<file path="config.mk">
export PLATFORM = sky130hd
export DESIGN_NAME = aes_shiftrows_stream
export DESIGN_NICKNAME = d
export VERILOG_FILES = /design/src/rtl/aes_shiftrows_stream.sv
export SDC_FILE = /design/constraint.sdc
export NUM_CORES = 1
export LEC_CHECK = 0
export BUFFER_PORTS_ARGS = -buffer_cell sky130_fd_sc_hd__buf_2
export CAP_MARGIN = 10
export CELL_PAD_IN_SITES_DETAIL_PLACEMENT = 2
export CELL_PAD_IN_SITES_GLOBAL_PLACEMENT = 2
export CORE_MARGIN = 1.5
export CORE_UTILIZATION = 40
export CTS_CLUSTER_DIAMETER = 120
export DETAILED_ROUTE_END_ITERATION = 8
export PLACE_DENSITY_LB_ADDON = 0.1
export SKIP_LAST_GASP = 1
export SLEW_MARGIN = 10
export SYNTH_ARGS = -nofsm -noshare
export SYNTH_HDL_FRONTEND = slang
export SYNTH_SLANG_ARGS = --single-unit
</file>
<file path="constraint.sdc">
create_clock -name clk_i -period 2.8 [get_ports clk_i]
set_input_delay 0.28 -clock clk_i [delete_from_list [all_inputs] [get_ports clk_i]]
set_output_delay 0.28 -clock clk_i [all_outputs]
set_load 0.02 [all_outputs]
</file>
<file path="src/rtl/aes_shiftrows_stream.sv">
// Beat-serial AES ShiftRows / InvShiftRows unit: FILL collects a block, PERM permutes it, DRAIN streams it out.
// Optional macro AES_SR_BYPASS_EN adds bypass_i, which passes a block through unpermuted.
module aes_shiftrows_stream #(
  parameter int DATA_W = 16
) (
  input  logic              clk_i,
  input  logic              reset_i,
  input  logic [DATA_W-1:0] data_i,
  input  logic              valid_i,
  input  logic              inv_i,
`ifdef AES_SR_BYPASS_EN
  input  logic              bypass_i,
`endif
  output logic              ready_o,
  output logic [DATA_W-1:0] data_o,
  output logic              valid_o,
  output logic              last_o,
  input  logic              ready_i,
  output logic              busy_o
);

  localparam int BEATS = 128 / DATA_W;
  localparam int CNT_W = (BEATS > 1) ? $clog2(BEATS) : 1;
  localparam logic [CNT_W-1:0] LAST_CNT = CNT_W'(BEATS - 1);

  localparam logic [1:0] FILL  = 2'd0;
  localparam logic [1:0] PERM  = 2'd1;
  localparam logic [1:0] DRAIN = 2'd2;

  logic [1:0]       state_r, state_nxt_s;
  logic [CNT_W-1:0] in_cnt_r, in_cnt_nxt_s;
  logic [CNT_W-1:0] out_cnt_r, out_cnt_nxt_s;
  logic             mode_r;
  logic [127:0]     in_buf_r, out_buf_r, perm_s;
  logic             valid_r, valid_nxt_s;
  logic             last_r, last_nxt_s;
  logic             busy_r, busy_nxt_s;
  logic             in_hs_s, out_hs_s;

  // Column c of the output takes row r from column (c+r) mod 4, or (c-r) mod 4 when inverse.
  function automatic logic [127:0] shift_rows(input logic [127:0] s, input logic inv);
    logic [127:0] o;
    int src;
    o = 128'd0;
    for (int c = 0; c < 4; c++) begin
      for (int r = 0; r < 4; r++) begin
        src = inv ? ((c + 4 - r) % 4) : ((c + r) % 4);
        o[127-32*c-8*r -: 8] = s[127-32*src-8*r -: 8];
      end
    end
    return o;
  endfunction

`ifdef AES_SR_BYPASS_EN
  logic bypass_r;
  assign perm_s = bypass_r ? in_buf_r : shift_rows(in_buf_r, mode_r);
`else
  assign perm_s = shift_rows(in_buf_r, mode_r);
`endif

  assign in_hs_s  = valid_i & (state_r == FILL);
  assign out_hs_s = valid_r & ready_i & (state_r == DRAIN);

  assign ready_o = (state_r == FILL) & ~reset_i;
  assign data_o  = out_buf_r[127 -: DATA_W];
  assign valid_o = valid_r;
  assign last_o  = last_r;
  assign busy_o  = busy_r;

  // Next-state, beat counters and next values of the registered output flags.
  always_comb begin
    state_nxt_s   = state_r;
    in_cnt_nxt_s  = in_cnt_r;
    out_cnt_nxt_s = out_cnt_r;
    valid_nxt_s   = valid_r;
    last_nxt_s    = last_r;
    case (state_r)
      FILL: begin
        if (in_hs_s) begin
          if (in_cnt_r == LAST_CNT) begin
            in_cnt_nxt_s = '0;
            state_nxt_s  = PERM;
          end else begin
            in_cnt_nxt_s = in_cnt_r + CNT_W'(1);
          end
        end else begin
          in_cnt_nxt_s = in_cnt_r;
        end
      end
      PERM: begin
        state_nxt_s   = DRAIN;
        out_cnt_nxt_s = '0;
        valid_nxt_s   = 1'b1;
        last_nxt_s    = (LAST_CNT == '0);
      end
      DRAIN: begin
        if (out_hs_s) begin
          if (out_cnt_r == LAST_CNT) begin
            state_nxt_s   = FILL;
            out_cnt_nxt_s = '0;
            valid_nxt_s   = 1'b0;
            last_nxt_s    = 1'b0;
          end else begin
            out_cnt_nxt_s = out_cnt_r + CNT_W'(1);
            last_nxt_s    = ((out_cnt_r + CNT_W'(1)) == LAST_CNT);
          end
        end else begin
          out_cnt_nxt_s = out_cnt_r;
        end
      end
      default: begin
        state_nxt_s   = FILL;
        in_cnt_nxt_s  = '0;
        out_cnt_nxt_s = '0;
        valid_nxt_s   = 1'b0;
        last_nxt_s    = 1'b0;
      end
    endcase
    busy_nxt_s = (state_nxt_s != FILL) | (in_cnt_nxt_s != '0);
  end

  // State, buffers and registered outputs; input shifts in at the bottom, output drains from the top.
  always_ff @(posedge clk_i) begin
    if (reset_i) begin
      state_r   <= FILL;
      in_cnt_r  <= '0;
      out_cnt_r <= '0;
      mode_r    <= 1'b0;
      in_buf_r  <= 128'd0;
      out_buf_r <= 128'd0;
      valid_r   <= 1'b0;
      last_r    <= 1'b0;
      busy_r    <= 1'b0;
`ifdef AES_SR_BYPASS_EN
      bypass_r  <= 1'b0;
`endif
    end else begin
      state_r   <= state_nxt_s;
      in_cnt_r  <= in_cnt_nxt_s;
      out_cnt_r <= out_cnt_nxt_s;
      valid_r   <= valid_nxt_s;
      last_r    <= last_nxt_s;
      busy_r    <= busy_nxt_s;
      if (in_hs_s) begin
        in_buf_r <= (in_buf_r << DATA_W) | 128'(data_i);
      end
      if (in_hs_s && (in_cnt_r == '0)) begin
        mode_r   <= inv_i;
`ifdef AES_SR_BYPASS_EN
        bypass_r <= bypass_i;
`endif
      end
      if (state_r == PERM) begin
        out_buf_r <= perm_s;
      end else if (out_hs_s) begin
        out_buf_r <= out_buf_r << DATA_W;
      end
    end
  end

endmodule
</file>
==> impl_summary.md, run 1 <==
Status
The run finished with clean final reports.

Setup path
The classification of the worst setup path is register to register. The launching point of the worst reg2reg path is state_r[0]. STA classifies the critical path endpoint as a register.

In this run the critical register-to-register path is captured at out_buf_r[57]. The signal on the critical path passes through inv_1 -> ha_1 -> nand3_4 -> buf_12 -> mux2_4 -> mux2i_1 -> nor2_1. The count of cells along the worst register-to-register path is 7. The largest single stage delay on the critical path is 0.43 ns. The worst path arrival time is 2.68 ns.

The largest individual stage delay along the critical path comes from the cell sky130_fd_sc_hd__dfxtp_1. The maximum net fanout on the critical path is 41. In this run the register-to-register setup slack is 0.52 ns.

The startpoint class of the critical path is a register. The worst path required time is 3.20 ns.

Timing
Derived from the worst setup path, the maximum achievable clock frequency is 438 MHz. The worst pin sits at a relative slew slack of 50.4%. The count of final max-slew check failures came to 0. At the pin with the least slew margin, the transition time is 0.744 ns.

The share of the clock period used by the worst path after layout is 81.5%. The number of setup violations in the final report is 0. The final-report hold violation count is 0. The sum of negative setup slack is 0 ns. Setup repair after global routing left no endpoint under its margin.

Subtracting the final worst setup slack from the clock period gives 2.28 ns. The final setup skew is 0.00942 ns. The least setup slack across all paths after layout is 0.517 ns.

Hold path
The capture endpoint of the worst hold path is in_buf_r[2]. The number of instances on the worst hold path is 3. The start point of the worst min-delay path is data_i[2]. The kind of path behind the tightest hold check is input pin to register.

GRT
The via count of the first global-routing pass is 9672. The first-pass GRT wire length is 48700 µm. The maximum number of pins on one net before global-route repair is 165. For this run the aggregate overflow at the end of global routing stands at 0. The initial antenna violation count is 0. The total routing usage reported by global routing is 19.3%.

Placement
Routability-driven placement finished with a final weighted congestion of 0.670. The placement-stage worst setup slack is 0.557 ns. Summing all placed instances gives a cell area of 12100 µm². The detailed-placement wirelength estimate is 17300 µm.

The total of buffers placed on input and output ports is 40.

Power
The leakage power summed over all cells is 0.00474 µW. Dividing total power by cell area gives a power density of 613 nW/µm². The maximum VDD drop is 0.000500 V.

Job
The tool flagged a number of max-cap violations equal to 0.

Yosys
After synthesis the cells add up to 11800 µm². Synthesis produced 1278 cells. In the synthesized netlist the dominant register cell turns out to be sky130_fd_sc_hd__dfxtp_1. The proportion of register bits with asynchronous set or reset after synthesis is 0%. The netlist uses 31 different library cells. Yosys printed 0 warnings. The number of nets in the synthesized netlist is 1309. The number of enable flip-flop cells after synthesis is 0. The synthesized design contains 268 register bits. Sequential cells were found to cover 45.6% of the synthesized design area. The per-instance average area after synthesis is 9.20 µm².

Floorplanning
The total area inside the core boundary comes to 28900 µm². The die covers 30400 µm². The initial standard-cell utilization of the core is 40.8%. The floorplan step set the die width to 174 µm. Row generation in the floorplan step produced 62 rows. 41 I/O pins were placed.

From bottom edge to top edge, the die measures 174 µm.

CTS
The number of setup buffers added after CTS is 0. The root buffer cell chosen for the clock tree is sky130_fd_sc_hd__clkbuf_16. CTS built an H-tree with a depth of 1. The clock tree from TritonCTS is done.

TritonCTS created 31 clock buffers. Clock latency on the worst-skew pair, taken at its later pin, is 0.55 ns. The tree built by TritonCTS fans out to 268 sinks.

After clock tree synthesis, the clock-pin slew on the worst setup and hold paths is 0.06 ns. The buffer levels on the longest clock path is 3.

Route
The wire length reported by the detailed router is 28900 µm. Once detail routing completed, the nets flagged for antenna violations numbered 0. Across all layers, the routed design uses 8708 vias. The wire length per cell is 17.4 µm.

In this run, the number of DRC markers left after iteration 0 of detailed routing was 328. The number of design rule violations left after detail routing is 0. The first detailed-routing pass ran for 4 iterations. Dividing the detail-routed via count by the number of cells gives 5.24.

Final layout
The total inserted antenna cells is 0. After routing the design area is 13200 µm². The post-route netlist has 15.6% of its cells at a drive strength greater than 1. The library cells used most frequently in the layout, excluding fill and tap cells, are sky130_fd_sc_hd__nand2_1, sky130_fd_sc_hd__dfxtp_1, sky130_fd_sc_hd__a21oi_1. The most frequent standard cell in the layout excluding fill and tap cells is sky130_fd_sc_hd__nand2_1.

The filler cell count in the final layout is 3154. From synthesis to final layout, the design area changed by 12.1%. The final-stage net count is 1289.
## sequential cells by signal (all words and copies together), names as in the netlist
register	count
in_buf_r	128
valid_o	1
busy_o	1
last_o	1
out_buf_r	128
out_cnt_r	3
state_r	2
in_cnt_r	3
mode_r	1
## cell usage after synthesis, types with 5 or more instances
cell type                  instances  share of area (%)
sky130_fd_sc_hd__nand3b_1         17                1.1
sky130_fd_sc_hd__clkbuf_1         54                1.7
sky130_fd_sc_hd__mux2i_1         115                9.8
sky130_fd_sc_hd__buf_4            17                1.1
sky130_fd_sc_hd__mux2_2           40                3.8
sky130_fd_sc_hd__nand2_1         277                8.8
sky130_fd_sc_hd__buf_2            35                1.5
sky130_fd_sc_hd__buf_6             9               0.86
sky130_fd_sc_hd__mux2_4           50                6.4
sky130_fd_sc_hd__mux2_1           32                3.1
sky130_fd_sc_hd__inv_1             5               0.16
sky130_fd_sc_hd__a21oi_1         149                6.3
sky130_fd_sc_hd__dfxtp_1         268                 46
sky130_fd_sc_hd__ha_1             10                1.1
sky130_fd_sc_hd__nor2_1          121                3.9
sky130_fd_sc_hd__a211oi_1         56                3.6
## worst max-delay path by stage
stage | start | to | slack, ns
finish | state_r[0] | out_buf_r[57] | 0.52
detailed placement | state_r[1] | in_buf_r[125] | 0.56
floorplan | in_cnt_r[0] | busy_o | 1.0
CTS | state_r[1] | in_buf_r[64] | 0.47
global route | state_r[0] | out_buf_r[54] | 0.34
global placement | state_r[0] | out_buf_r[26] | 0.63
## report_power, final
group / switching, µW / internal [µW] / leakage (µW) / total, µW
logic: 205 / 96.7 / 0.00209 / 301
clock network: 1570 / 2320 / 0.000488 / 3900
registers: 35.5 / 3850 / 0.00216 / 3880
total: 1810 / 6270 / 0.00474 / 8080
## per-layer routing
metal	wire length (µm)	share of wire [%]	GRT usage, %
met5	0	0	0
met1	13500	47	24.2
met3	735	2.5	2.58
met4	447	1.5	4.06
met2	14200	49	34.9
## metrics by stage
stage	hold WS, ns	power [µW]	instances	utilization [%]
after floorplan	0.416	4160	1278	-
after CTS	0.00450	8220	1662	45.7
final	0.0467	8080	1662	45.7
after global routing	0.0397	8380	1662	45.7
after global placement	0.445	4260	1600	42.0
after detailed placement	0.456	4260	1600	42.0
## area by class of cell
class / instances / area, µm² / area share, %
multi-input combinational: 886 / 5790 / 43.9
sequential: 268 / 5370 / 40.7
clock buffer: 50 / 967 / 7.34
timing repair buffer: 66 / 539 / 4.09
tap: 384 / 480 / 3.65
inverter: 5 / 18.8 / 0.142
clock inverter: 3 / 15.0 / 0.114
## worst max-delay path, delay by kind of cell (launching register included)
kind | cells | cell delay, ns
fa+ha+maj | 1 | 0.30
buf+inv | 2 | 0.40
mux | 2 | 0.52
flops | 1 | 0.43
simple gates | 2 | 0.44
## cell families (layout without fill, tap and decap cells)
| logic type | after synthesis | in the layout | share of synthesized area [%] |
|---|---|---|---|
| and+or+nand+nor | 428 | 428 | 14.5 |
| DFF | 268 | 268 | 45.6 |
| muxes | 237 | 237 | 23.1 |
| AOI/OAI and AO/OA | 211 | 211 | 10.3 |
| buffers and inverters | 124 | 124 | 5.45 |
| adders and majority gates | 10 | 10 | 1.06 |
## timing repair
action,CTS,global route
resized for setup,0,0
hold endpoints to repair,9,0
hold buffers,9,0
Note: power is estimated with default switching activity, not from simulation.
==> run 2, diff against run 1 <==
CORE_UTILIZATION = 39   (was 40)
clock period = 2.2 ns   (was 2.8 ns; I/O delays follow)
==> impl_summary.md, run 2 (synthesized netlist as in run 1, its figures left out) <==
Setup path
The slack of the worst reg-to-reg path is 0.12 ns. The setup path with the least slack is of type register to register. The last element of the critical path is out_buf_r[66]. STA classifies the critical path endpoint as a register. At the worst endpoint, the arrival time is 2.47 ns. The maximum net fanout on the critical path is 53. The worst setup path startpoint is state_r[0]. At the worst endpoint, the required time is 2.59 ns. The startpoint class of the critical path is a register. The slowest stage of the critical path belongs to the cell sky130_fd_sc_hd__dfxtp_1.

The category of cells accounting for the largest share of critical-path delay is flip-flops. The number of cells on the critical path is 7. The startpoint identified for the worst register-to-register timing path is state_r[0]. For this run, the slowest stage of the critical path takes 0.42 ns. The count of cells along the worst register-to-register path is 7. Counting both buffers and inverters, the worst setup path holds a total of 2.

Walking the worst path, the cells encountered are inv_1 -> ha_1 -> nand3_4 -> buf_12 -> mux2_2 -> nor2_1 -> a211oi_1. The destination of the worst register-to-register timing path is out_buf_r[66].

GRT
The first-pass GRT wire length is 49500 µm. The maximum number of pins on one net before global-route repair is 129. The overflow left after global routing is 0. Global routing used 19.4% of the available tracks. The initial antenna violation count is 0.

The via count of the first global-routing pass is 9485.

Timing
Counting I/O delays and the setup requirement, the final critical path takes 2.08 ns. After layout, the worst path uses 94.6% of the clock period. The number of setup violations in the final report is 0. Measured against its own limit, the worst slew margin works out to 56.1%. Setup repair after global routing left no endpoint under its margin. For the pin with the worst max-slew slack, the measured transition is 0.658 ns. The final-report hold violation count is 0.

The highest clock rate is 481 MHz. The count of final max-slew check failures is 0. Summed over all failing endpoints, the final setup total negative slack is 0 ns. On the final layout, the worst clock skew is 0.0100 ns.

Power
The power density over the cells is 765 nW/µm². The maximum VDD drop is 0.000565 V. Summing internal, switching and leakage power gives 10200 µW. The leakage power summed over all cells is 0.00482 µW.

Placement
In this run, placement finished with an instance count of 1616. Summing all placed instances gives a cell area of 12300 µm². Buffers placed on the I/O ports in this run total 40. Detailed placement finished with a half-perimeter wire length of 17900 µm. At the end of routability-driven placement, the weighted congestion stood at 0.701.

Floorplanning
The floorplan row count is 63. The core region is 29600 µm². Pin placement for this block handled 41 I/O pins. The vertical extent of the die is 177 µm. The x dimension of the die is 177 µm. The initial standard-cell utilization of the core is 39.7%. The die area is 31200 µm².

CTS
The number of levels the H-tree was split into is 1. The clock-pin slew on the worst setup and hold paths is 0.06 ns. The clock tree from TritonCTS is done. The latest clock arrival within the worst-skew pair is 0.55 ns. The number of buffers inserted by post-CTS setup repair is 0.

In this run the deepest clock path goes through 3 buffers. Buffers inserted during clock tree synthesis total 30. The number of clock sinks is 268. The clock tree root driver cell is sky130_fd_sc_hd__clkbuf_16.

Route
The overall via count from detail_route is 8812. The number of design rule violations left after detail routing is 0. The wire length per cell is 17.7 µm. The first routing iteration left 328 violations. The first detailed-routing pass ran for 6 iterations. The wire length reported by the detailed router is 29900 µm. The number of vias per cell after detailed routing is 5.24. Once detail routing completed, the nets flagged for antenna violations numbered 0.

Final layout
The top cell types in the final layout, fill and taps aside, are sky130_fd_sc_hd__nand2_1, sky130_fd_sc_hd__dfxtp_1, sky130_fd_sc_hd__a21oi_1. Once layout is complete, the cells apart from fillers number 1683. The fraction of the core area covered by cells at the end of the flow is 45.1%. Of the cells placed in the final design, the portion with a size suffix greater than 1 is 16.1%. Compared with the post-synthesis result, the final layout area differs by 13.6%. The most frequent standard cell in the layout excluding fill and tap cells is sky130_fd_sc_hd__nand2_1. The total inserted antenna cells is 0. In the final layout, the registers with the most flip-flops are in_buf_r: 128 flops, out_buf_r: 128 flops. The final-stage net count is 1302.

The final instance area is 13400 µm².

Hold path
The min-delay analysis places its worst path in the category input pin to register.

Job
The max-cap violation count is 0.

Status
The flow ran to the end, and the final reports show no timing, DRC or antenna violations.
==> run 2: cell types whose count changed in the layout (fill, tap and decap cells not counted) <==
cell / delta
sky130_fd_sc_hd__clkinv_2: +2
sky130_fd_sc_hd__ha_2: +1
sky130_fd_sc_hd__clkbuf_16: +1
sky130_fd_sc_hd__buf_12: +6
sky130_fd_sc_hd__clkbuf_8: -5
sky130_fd_sc_hd__clkbuf_1: +3
sky130_fd_sc_hd__ha_1: -1
sky130_fd_sc_hd__buf_4: +4
sky130_fd_sc_hd__dlygate4sd3_1: +4
==> run 2: final cells by class <==
| class | instances | area (µm²) |
|---|---|---|
| clock buffer | 49 | 935 |
| clock inverter | 5 | 25.0 |
| fill | 3211 | 16300 |
| inverter | 5 | 18.8 |
| multi-input combinational | 886 | 5790 |
| sequential | 268 | 5370 |
| tap | 390 | 488 |
| timing repair buffer | 80 | 729 |
==> run 2: worst min path at each step <==
| stage | start | endpoint | slack [ns] | cells after the start |
|---|---|---|---|---|
| after floorplan | data_i[10] | in_buf_r[10] | 0.36 | 2 |
| after global placement | in_buf_r[123] | in_buf_r[123] | 0.44 | 2 |
| after detailed placement | in_buf_r[125] | in_buf_r[125] | 0.45 | 2 |
| after CTS | data_i[2] | in_buf_r[2] | 0.0002 | 3 |
| after global routing | data_i[2] | in_buf_r[2] | 0.02 | 3 |
| final | data_i[2] | in_buf_r[2] | 0.03 | 3 |
==> run 2: metrics by stage <==
step / setup WS (ns) / hold WS [ns]
2_1_floorplan: 0.398 / 0.356
3_3_place_gp: 0.248 / 0.445
3_5_place_dp: 0.190 / 0.454
4_1_cts: 0.0305 / 0.000221
5_1_grt: 0.0695 / 0.0171
6_report: 0.119 / 0.0346
==> run 2: report_power, final <==
part           internal, µW  switching, µW
Combinational           140            266
Clock                  2870           2000
Sequential             4890           47.9
Total                  7910           2320
==> run 2: what timing repair did <==
item | 4_1_cts | 5_1_grt
endpoints found under the setup margin | 0 | 1
gates resized for setup | 0 | 1
hold buffers | 13 | 0
endpoints found under the hold margin | 13 | 0
==> run 2: per-layer routing <==
layer  up-vias  wire length, µm  global-route usage [%]
met5         -                0                       0
met4         0              390                    3.74
met3        31              697                    2.41
met2        73            14600                    34.5
met1      4404            14100                    25.1
li1       4304                -                       -
==> run 2: worst register-to-register path, delay by kind of cell (launching register included) <==
family / cells / cell delay, ns
buffers and inverters: 2 / 0.37
and+or+nand+nor: 2 / 0.27
adders and majority gates: 1 / 0.30
muxes: 1 / 0.48
AOI/OAI and AO/OA: 1 / 0.08
DFF: 1 / 0.42
==> run 3, diff against run 2 <==
CAP_MARGIN = 20   (was 10)
CELL_PAD_IN_SITES_DETAIL_PLACEMENT = 1   (was 2)
CELL_PAD_IN_SITES_GLOBAL_PLACEMENT = 1   (was 2)
CORE_UTILIZATION = 40   (was 39)
==> impl_summary.md, run 3 (synthesized netlist as in run 1, its figures left out) <==
Placement
The wire-length estimate of the detail-placed layout is 15900 µm. The total of buffers placed on input and output ports is 40. The number of cells after detailed placement is 1607.

Timing analysis after detailed placement gives a worst setup slack of 0.181 ns. The routability-driven placement congestion ratio is 0.710.

Final layout
The post-route netlist has 16.1% of its cells at a drive strength greater than 1. The net count of the finished layout is 1304. In the layout the commonest cells are sky130_fd_sc_hd__nand2_1, sky130_fd_sc_hd__dfxtp_1, sky130_fd_sc_hd__a21oi_1.

The count of cells in the finished layout, fillers not included, comes to 1679. For this run, the share of the core covered by cells in the final layout is 46.9%. In the final layout, the registers with the most flip-flops are in_buf_r: 128 flops, out_buf_r: 128 flops. The most frequent standard cell in the layout excluding fill and tap cells is sky130_fd_sc_hd__nand2_1.

The total inserted antenna cells is 0. From synthesis to final layout, the design area changed by 15.0%. Fill cells in the final layout number 3304.

Setup path
The critical path is of the register to register type. The maximum net fanout on the critical path is 19. The worst setup path startpoint is state_r[0].

The worst register-to-register path begins at state_r[0]. STA puts the critical path data arrival time at 2.38 ns. For the worst setup path, the data required time is 2.55 ns. The worst setup path is captured at a register. The startpoint class of the critical path is a register.

GRT
The overflow left after global routing is 0. The first-pass GRT wire length is 44400 µm. The initial antenna violation count is 0.

The maximum number of pins on one net before global-route repair is 129. The total routing usage reported by global routing is 17.5%. The via count of the first global-routing pass is 8661.

CTS
The number of hold-repair buffers added at the cts stage is 14. The latest clock arrival within the worst-skew pair is 0.50 ns. In this run, post-CTS repair resized a total of 0 instances.

CTS built an H-tree with a depth of 2. The clock tree root driver cell is sky130_fd_sc_hd__clkbuf_16. CTS saw 268 sinks. In this run the post-CTS setup repair buffer count came out at 0. Clock tree synthesis inserted a total of 34 buffers.

After clock tree synthesis, the clock-pin slew on the worst setup and hold paths is 0.06 ns. The longest clock path from root to sink contains 3 buffers. TritonCTS built the clock tree.

Timing
The share of the clock period used by the worst path after layout is 92.1%. Across all setup checks in the final design, the least slack found is 0.175 ns. The count of final max-slew check failures was 0.

The final-report hold violation count was 0. The highest clock rate is 494 MHz. The clock arrives with 0.0123 ns of skew. Headroom to the max-slew limit came out at 59.2%. Setup repair after global routing left no endpoint under its margin. The routed design could run at a clock period as short as 2.03 ns. In the final timing run, aggregate negative setup slack is 0 ns. At the pin with the least slew margin, the transition time is 0.612 ns.

The number of setup violations in the final report is 0.

Job
The max-cap violation count is 0.

Floorplanning
The initial utilization of the core area, before any placement, comes to 40.8%. The floorplan row count is 62. The total I/O pin count is 41. The die is 174 µm wide.

The floorplan step defined a die boundary enclosing 30400 µm². The vertical extent of the die is 174 µm. The core region is 28900 µm².

Hold path
The worst hold path belongs to the class input pin to register. The startpoint identified for the worst hold timing path is data_i[13].

Route
The overall via count from detail_route is 8518. Summed over all layers, the routed wires come to 26300 µm. The wire length per cell is 15.7 µm. The number of design rule violations left after detail routing is 0. The number of vias per cell after detailed routing is 5.07. In this run the remaining antenna-violating nets after routing total 0. The DRC violation total after the first TritonRoute iteration is 374.

The pre-antenna-repair detailed-routing pass consisted of 4 iterations.

Power
The maximum VDD drop is 0.000502 V. The power density over the cells is 801 nW/µm². Summed over all cells, the static leakage comes to 0.00489 µW.

Status
The flow ran to the end, and the final reports show no timing, DRC or antenna violations.
-- run 3: cell count changes in the layout (fill, tap and decap cells not counted), sizes merged --
cell,previous run,this run
inv,5,6
clkinv,5,2
dlygate4sd3,13,14
clkbuf,50,55
buf,66,63
bufinv,0,1
-- run 3: routing by layer --
layer	vias to the layer above	track usage (%)	wire, µm
met5	-	0	0
met4	0	4.63	481
met3	39	2.56	652
met2	83	28.1	11600
met1	4078	24.5	13600
li1	4318	-	-
-- run 3: final cells by class --
type                       count  area [µm²]  area share (%)
multi-input combinational    886        5790            42.8
inverter                       5        18.8           0.139
sequential                   268        5370            39.7
tap                          384         480            3.55
timing repair buffer          78         742            5.49
clock inverter                 4        48.8           0.361
clock buffer                  54        1070            7.92
-- run 3: worst paths after layout --
check	to	slack, ns	cells past startpoint
max	out_buf_r[81]	0.17	8
min	in_buf_r[13]	0.03	3
max reg2reg	out_buf_r[81]	0.17	8
min reg2reg	in_buf_r[126]	0.45	2
-- run 3: power by group --
part	leakage (µW)	internal, µW	switching [µW]
Combinational	0.00218	145	255
Clock	0.000550	3440	2040
Sequential	0.00216	4900	50.7
Total	0.00489	8480	2350
-- run 3: per-stage QoR --
step | cell area (µm²) | hold WS (ns) | power, µW
finish | 13500 | 0.0310 | 10800
global route | 13500 | 0.0223 | 11300
CTS | 13500 | 0.0151 | 11000
detailed placement | 12300 | 0.451 | 5440
global placement | 12300 | 0.445 | 5440
floorplan | 11800 | 0.356 | 5290
-- run 3: critical path, cell delays in order (launching register included) --
cell                       delay (ns)
sky130_fd_sc_hd__dfxtp_1         0.43
sky130_fd_sc_hd__inv_1           0.09
sky130_fd_sc_hd__ha_1            0.30
sky130_fd_sc_hd__nand3_4         0.17
sky130_fd_sc_hd__buf_12          0.18
sky130_fd_sc_hd__buf_12          0.18
sky130_fd_sc_hd__mux2_1          0.33
sky130_fd_sc_hd__nor2_1          0.10
sky130_fd_sc_hd__a211oi_1        0.07
